File: config.mk
export PLATFORM = sky130hd
export DESIGN_NAME = uart_rx_deser_fifo
export DESIGN_NICKNAME = d
export VERILOG_FILES = /design/src/rtl/uart_rx_deser_fifo_pkg.sv /design/src/rtl/uart_rx_deser_fifo_axis_sync_fifo.sv /design/src/rtl/uart_rx_deser_fifo.sv
export SDC_FILE = /design/constraint.sdc
export NUM_CORES = 1
export LEC_CHECK = 0
export CAP_MARGIN = 20
export CORE_MARGIN = 4
export CORE_UTILIZATION = 55
export CTS_CLUSTER_DIAMETER = 40
export CTS_CLUSTER_SIZE = 40
export DETAILED_ROUTE_END_ITERATION = 10
export GPL_TIMING_DRIVEN = 0
export PLACE_DENSITY_LB_ADDON = 0.2
export SKIP_LAST_GASP = 1
export SYNTH_ARGS = -nofsm -noshare
export SYNTH_HDL_FRONTEND = slang
export SYNTH_SLANG_ARGS = --single-unit
File: constraint.sdc
create_clock -name clk -period 13.2 [get_ports clk]
set_input_delay 2.64 -clock clk [delete_from_list [all_inputs] [get_ports clk]]
set_output_delay 2.64 -clock clk [all_outputs]
set_load 0.02 [all_outputs]
File: src/rtl/uart_rx_deser_fifo_pkg.sv
// Shared UART receive definitions: 8N1 frame constants, receiver FSM
// state encoding, and the bit-timer width with its reload helper.
package uart_rx_deser_fifo_pkg;

    // 8N1 frame format
    localparam int unsigned DATA_BITS = 8;
    localparam logic        START_BIT = 1'b0;
    localparam logic        STOP_BIT  = 1'b1;
    localparam int unsigned BIT_IDX_W = $clog2(DATA_BITS);

    // Bit timer is wide enough for the largest legal CLKDIV (65535)
    localparam int unsigned CNT_W = 16;

    typedef enum logic [2:0] {
        IDLE      = 3'd0,
        START     = 3'd1,
        DATA      = 3'd2,
        STOP      = 3'd3,
        WAIT_HIGH = 3'd4
    } rx_state_t;

    // Down-counter reload value for an interval of 'div' clock cycles
    function automatic logic [CNT_W-1:0] cnt_load(input int unsigned div);
        return CNT_W'(div - 1);
    endfunction

endpackage

File: src/rtl/uart_rx_deser_fifo_axis_sync_fifo.sv
// Single-clock FIFO with an AXI-Stream style read side. The head entry is
// held in a register (registered-read memory) so o_tdata is glitch-free and
// stays put while the consumer stalls. Pointers carry one extra wrap bit so
// full and empty are told apart without a separate counter.
module axis_sync_fifo #(
    parameter int unsigned DATA_W  = 8,
    parameter int unsigned RX_SIZE = 4
) (
    input  logic              clk,
    input  logic              rst,
    input  logic [DATA_W-1:0] in_data,
    input  logic              in_vld,
    output logic              in_drop,
    output logic [DATA_W-1:0] o_tdata,
    output logic              o_tvalid,
    input  logic              o_tready,
    output logic [RX_SIZE:0]  level
);

    localparam int unsigned DEPTH = 1 << RX_SIZE;
    localparam int unsigned PTR_W = RX_SIZE + 1;

    logic [DATA_W-1:0]  mem [DEPTH];
    logic [PTR_W-1:0]   wptr;
    logic [PTR_W-1:0]   rptr;
    logic [PTR_W-1:0]   rptr_nxt;
    logic [RX_SIZE-1:0] waddr;
    logic [RX_SIZE-1:0] raddr_nxt;
    logic [DATA_W-1:0]  head_q;
    logic               full;
    logic               pop;
    logic               push;

    assign level    = wptr - rptr;
    assign o_tvalid = (level != '0);
    assign full     = level[RX_SIZE];
    assign pop      = o_tvalid & o_tready;
    // A full FIFO still takes a byte when the head leaves on the same edge
    assign push     = in_vld & (~full | pop);
    assign in_drop  = in_vld & ~push;

    assign rptr_nxt  = rptr + PTR_W'(pop);
    assign waddr     = wptr[RX_SIZE-1:0];
    assign raddr_nxt = rptr_nxt[RX_SIZE-1:0];
    assign o_tdata   = head_q;

    // Storage array, written on every accepted push
    always_ff @(posedge clk) begin
        if (push) begin
            mem[waddr] <= in_data;
        end
    end

    // Read and write pointers advance on accepted pop / push
    always_ff @(posedge clk or negedge rst) begin
        if (!rst) begin
            wptr <= '0;
            rptr <= '0;
        end else begin
            if (push) begin
                wptr <= wptr + PTR_W'(1);
            end
            rptr <= rptr_nxt;
        end
    end

    // Head register: bypass the incoming byte when it lands on the next head
    // slot (push into empty), otherwise fetch the next entry after a pop
    always_ff @(posedge clk or negedge rst) begin
        if (!rst) begin
            head_q <= '0;
        end else if (push && (waddr == raddr_nxt)) begin
            head_q <= in_data;
        end else if (pop) begin
            head_q <= mem[raddr_nxt];
        end
    end

endmodule

File: src/rtl/uart_rx_deser_fifo.sv
// UART 8N1 receiver feeding an AXI-Stream FIFO. The serial line is
// synchronized, sampled mid-bit by a down-counting bit timer, deserialized
// LSB first and pushed into axis_sync_fifo. Bad stop bits and bytes lost to
// a full FIFO are reported as single-cycle pulses.
module uart_rx_deser_fifo #(
    parameter int unsigned CLKDIV  = 100,
    parameter int unsigned RX_SIZE = 4
) (
    input  logic               clk,
    input  logic               rst,
    input  logic               rx,
    output logic [7:0]         o_tdata,
    output logic               o_tvalid,
    input  logic               o_tready,
    output logic               frame_err,
    output logic               overrun,
    output logic [RX_SIZE:0]   level
);

    import uart_rx_deser_fifo_pkg::*;

    localparam logic [CNT_W-1:0]     BIT_RELOAD  = cnt_load(CLKDIV);
    localparam logic [CNT_W-1:0]     HALF_RELOAD = cnt_load(CLKDIV / 2);
    localparam logic [BIT_IDX_W-1:0] BIT_LAST    = BIT_IDX_W'(DATA_BITS - 1);

    logic                  rx_p0;
    logic                  rx_p1;
    logic                  rx_p2;
    logic                  rx_s;
    logic                  rx_fall;
    rx_state_t             state;
    logic [CNT_W-1:0]      cnt;
    logic [BIT_IDX_W-1:0]  bit_idx;
    logic [DATA_BITS-1:0]  shreg;
    logic                  push_vld;
    logic                  drop;

    assign rx_s    = rx_p1;
    assign rx_fall = rx_p2 & ~rx_p1;

    // Two-flop synchronizer plus one history flop for falling-edge detection;
    // all flops reset to the idle-high line level
    always_ff @(posedge clk or negedge rst) begin
        if (!rst) begin
            rx_p0 <= 1'b1;
            rx_p1 <= 1'b1;
            rx_p2 <= 1'b1;
        end else begin
            rx_p0 <= rx;
            rx_p1 <= rx_p0;
            rx_p2 <= rx_p1;
        end
    end

    // Receive FSM: centre-samples each bit, assembles the byte, checks stop
    always_ff @(posedge clk or negedge rst) begin
        if (!rst) begin
            state     <= IDLE;
            cnt       <= '0;
            bit_idx   <= '0;
            shreg     <= '0;
            frame_err <= 1'b0;
        end else begin
            frame_err <= 1'b0;
            case (state)
                IDLE: begin
                    if (rx_fall) begin
                        state <= START;
                        cnt   <= HALF_RELOAD;
                    end
                end
                START: begin
                    if (cnt != '0) begin
                        cnt <= cnt - CNT_W'(1);
                    end else if (rx_s == START_BIT) begin
                        state   <= DATA;
                        cnt     <= BIT_RELOAD;
                        bit_idx <= '0;
                    end else begin
                        // Line went back high before mid-bit: a glitch
                        state <= IDLE;
                        cnt   <= '0;
                    end
                end
                DATA: begin
                    if (cnt != '0) begin
                        cnt <= cnt - CNT_W'(1);
                    end else begin
                        shreg[bit_idx] <= rx_s;
                        cnt            <= BIT_RELOAD;
                        bit_idx        <= bit_idx + BIT_IDX_W'(1);
                        if (bit_idx == BIT_LAST) begin
                            state <= STOP;
                        end
                    end
                end
                STOP: begin
                    if (cnt != '0) begin
                        cnt <= cnt - CNT_W'(1);
                    end else begin
                        cnt <= '0;
                        if (rx_s == STOP_BIT) begin
                            state <= IDLE;
                        end else begin
                            frame_err <= 1'b1;
                            state     <= WAIT_HIGH;
                        end
                    end
                end
                WAIT_HIGH: begin
                    // Hold off until the line is released so a break reports once
                    if (rx_s == STOP_BIT) begin
                        state <= IDLE;
                    end
                end
                default: begin
                    state <= IDLE;
                    cnt   <= '0;
                end
            endcase
        end
    end

    // Decoded from the stop-bit sample cycle itself so the byte enters the
    // FIFO on the same edge the FSM leaves STOP (one cycle to o_tvalid)
    assign push_vld = (state == STOP) && (cnt == '0) && (rx_s == STOP_BIT);

    // Overrun pulse for a good byte refused by a full FIFO
    always_ff @(posedge clk or negedge rst) begin
        if (!rst) begin
            overrun <= 1'b0;
        end else begin
            overrun <= drop;
        end
    end

    axis_sync_fifo #(
        .DATA_W  (DATA_BITS),
        .RX_SIZE (RX_SIZE)
    ) u_fifo (
        .clk      (clk),
        .rst      (rst),
        .in_data  (shreg),
        .in_vld   (push_vld),
        .in_drop  (drop),
        .o_tdata  (o_tdata),
        .o_tvalid (o_tvalid),
        .o_tready (o_tready),
        .level    (level)
    );

endmodule

==> flow_metrics.env <==
export IMPL_peakVddDrop_mv=0.121
export IMPL_hold_buffers=0
export IMPL_yosys_warnings=0
export IMPL_io_pins=20
export IMPL_tightest_slew_ns=0.935
export IMPL_cts_num_sinks=181
export IMPL_slew_headroom=0.374
export IMPL_area_growth_pct=13.1
export IMPL_grt_start_max_net_pins=33
export IMPL_drv_cap=0
export IMPL_port_buffers=19
export IMPL_yosys_area_top_type="edfxtp_1"
export IMPL_postCtsSetupBuffers=0
export IMPL_cts_made_buffers=17
export IMPL_finClkSkew_ns=0.0113
export IMPL_preCtsSetupSlack_ns=6.14
export IMPL_finalHoldViolations=0
export IMPL_initial_core_util=0.565
export IMPL_clock_path_buffers=2
export IMPL_hold_class="register to register"
export IMPL_status="finished clean"
export IMPL_cts_root_buf="clkbuf_16"
export IMPL_layoutNonFillerInstCount=721
export IMPL_met3_usage=0.0550
export IMPL_multiInputGateArea_um2=2500
export IMPL_leakage_nw=3.20
export IMPL_insertion_delay_ns=0.43
export IMPL_finalNetCount=546
export IMPL_clock_fmax_ghz=0.150
export IMPL_num_vias=4314
export IMPL_synth_ff_type="edfxtp_1"
export IMPL_dr_pass1_iters=5
export IMPL_layout_drive_gt1_share=0.187
export IMPL_r2r_end="u_fifo.o_tdata[1]$_DFFE_PN0P_"
export IMPL_dp_cells=689
export IMPL_critPathArrivalTime_ns=7.00
export IMPL_die_height_um=128
export IMPL_power_density_nw_per_um2=196
export IMPL_synthAdderAreaFrac=0.0232
export IMPL_postLayoutSetupSlackWorst_ns=6.51
export IMPL_avgSynthCellArea_um2=16.1
export IMPL_routedWlPerCell_um=21.1
export IMPL_ant_nets=0
export IMPL_tns_ns=0
export IMPL_cp_start_kind="primary input"
export IMPL_path_max_fanout=10
export IMPL_finalCritPeriodShare=0.506
export IMPL_seq_area_um2=5170
export IMPL_grt_pass1_wl_mm=25.1
export IMPL_gr_total_overflow=0
export IMPL_fill_cells=963
export IMPL_cts_tree="built"
export IMPL_rrSetupSlack_ns=7.50
export IMPL_hpwlAfterDp_mm=10.5
export IMPL_synth_cells=488
export IMPL_rows=43
export IMPL_synth_area_um2=7880
export IMPL_worstRegToRegCells=18
export IMPL_grt_util_met2=0.319
export IMPL_core_area_um2=13900
export IMPL_met1_usage=0.290
export IMPL_crit_required_ns=13.52
export IMPL_yosys_top_cells_area="edfxtp_1, dfrtp_1, mux4_2"
export IMPL_busiest_layer="met2"
export IMPL_synth_nets=506
export IMPL_path_clk_slew_ns=0.06
export IMPL_r2r_start="u_fifo.wptr[0]$_DFFE_PN0P_"
export IMPL_synth_simple_gate_area_share=0.0848
export IMPL_synth_seq_cells=181
export IMPL_grt_pass1_vias=4447
export IMPL_end_kind="register"
export IMPL_rsz0062_at_grt="no"
export IMPL_crit_start="o_tready"
export IMPL_setup_viol=0
export IMPL_synthMuxAreaShare=0.128
export IMPL_synthXorXnorAreaFrac=0.0310
export IMPL_synth_top_family_by_area="multiplexers"
export IMPL_yosys_area_top_type_share=0.488
export IMPL_antenna_cells=0
export IMPL_drv_slew=0
export IMPL_power_mw=1.75
export IMPL_crit_type="primary input to register"
export IMPL_cts_max_level=4
export IMPL_synth_enable_flop_cells=128
export IMPL_drc_errors=0
export IMPL_die_w_um=128
export IMPL_synth_compound_area_frac=0.0499
export IMPL_cts_resized_gates=0
export IMPL_yosysSeqAreaShare=0.657
export IMPL_dieArea_um2=16300
export IMPL_gp_congestion=0.825
export IMPL_antenna_found_initial=0
export IMPL_drt_iter0_drc=427
export IMPL_final_min_clock_period_ns=6.69
export IMPL_ys_types=54
export IMPL_routed_wl_mm=15.2
export IMPL_grt_total_usage=0.206
export IMPL_crit_end="u_fifo.o_tdata[1]$_DFFE_PN0P_"
export IMPL_vias_per_cell=5.98
export IMPL_ys_async_sr_fraction=0.293
## final cells by class
cell class,count,share of cell area
sequential,181,0.581
buffer,25,0.0125
multi-input combinational,257,0.281
inverter,25,0.0105
timing repair buffer,21,0.0239
tap,180,0.0253
clock inverter,10,0.0146
clock buffer,22,0.0521
## cell usage in the layout, fill, tap and decap left out, types with 5 or more instances in the layout
master / n
xnor2_1: 13
o211ai_1: 8
dfrtp_1: 50
nand3_1: 5
nor3_1: 8
clkbuf_1: 18
mux2_2: 6
o21a_1: 9
o21ai_0: 11
inv_1: 25
nor2_1: 25
a21oi_1: 8
ha_1: 13
mux4_2: 40
and2_1: 16
clkdlybuf4s50_1: 18
xor2_1: 13
nand2_1: 17
edfxtp_1: 128
buf_2: 6
o311ai_0: 8
clkbuf_16: 17
## flip-flops by register name, summed over array words and instances, names as in the netlist
register / cells
cnt: 16
state: 3
frame_err: 1
u_fifo.wptr: 5
rx_p0: 1
overrun: 1
bit_idx: 3
shreg: 8
rx_p1: 1
u_fifo.o_tdata: 8
rx_p2: 1
u_fifo.mem: 128
u_fifo.rptr: 5
## kinds of logic (layout without fill, tap and decap cells)
kind of cell,count (synthesis),in the layout
muxes,50,50
and+or+nand+nor,111,111
DFF,181,181
adders and majority gates,14,14
AOI/OAI and AO/OA,55,55
xor gates and xnor gates,27,27
buffers and inverters,50,103
## layer usage
layer | up-vias | wire length, µm
met1 | 2195 | 6690
met4 | 0 | 247
met5 | - | 0
met3 | 23 | 907
li1 | 1944 | -
met2 | 152 | 7390
## worst min-delay path by stage
stage,startpoint,depth (start not counted),end
global placement,rx_p0$_DFF_PN1_,0,rx_p1$_DFF_PN1_
detailed placement,rx_p0$_DFF_PN1_,0,rx_p1$_DFF_PN1_
finish,rx_p0$_DFF_PN1_,0,rx_p1$_DFF_PN1_
global route,rx_p0$_DFF_PN1_,0,rx_p1$_DFF_PN1_
floorplan,rx_p0$_DFF_PN1_,0,rx_p1$_DFF_PN1_
CTS,rx_p0$_DFF_PN1_,0,rx_p1$_DFF_PN1_
## cell usage after synthesis (3+ instances only)
master / count
edfxtp_1: 128
dfrtp_1: 50
mux4_2: 40
inv_1: 25
nor2_1: 25
nand2_1: 17
and2_1: 16
clkbuf_1: 15
ha_1: 13
xnor2_1: 13
xor2_1: 13
o21ai_0: 11
o21a_1: 9
a21oi_1: 8
nor3_1: 8
o211ai_1: 8
o311ai_0: 8
mux2_2: 6
buf_2: 5
nand3_1: 5
nand3b_1: 4
nor3b_2: 4
nor4_1: 4
and3_1: 3
buf_1: 3
dfstp_2: 3
mux2_1: 3
nand2b_1: 3
nor4b_1: 3
or3_1: 3
## metrics by stage
stage | util | cell area [µm²] | hold WS [ns]
6_report | 0.639 | 8910 | 0.355
5_1_grt | 0.639 | 8910 | 0.368
4_1_cts | 0.639 | 8910 | 0.357
3_5_place_dp | 0.597 | 8320 | 0.348
3_3_place_gp | 0.595 | 8290 | 0.346
2_1_floorplan | - | 7880 | 0.345
## critical path: stages
cell and delay [ns]:
clkdlybuf4s50_1 0.54, clkbuf_1 0.40, o31a_1 0.21, clkbuf_1 0.39, ha_1 0.27, ha_1 0.17, clkbuf_1 0.31, clkbuf_1 0.66
mux4_2 0.46, mux4_2 0.52, o311ai_0 0.14, o211ai_1 0.16, o21a_1 0.14
## where the power goes
part,total (mW),switching (mW),internal [mW]
clock,0.505,0.199,0.306
sequential,0.686,0.0387,0.647
combinational,0.555,0.307,0.247
total,1.75,0.545,1.20
Power figures use the tool's default switching activity.
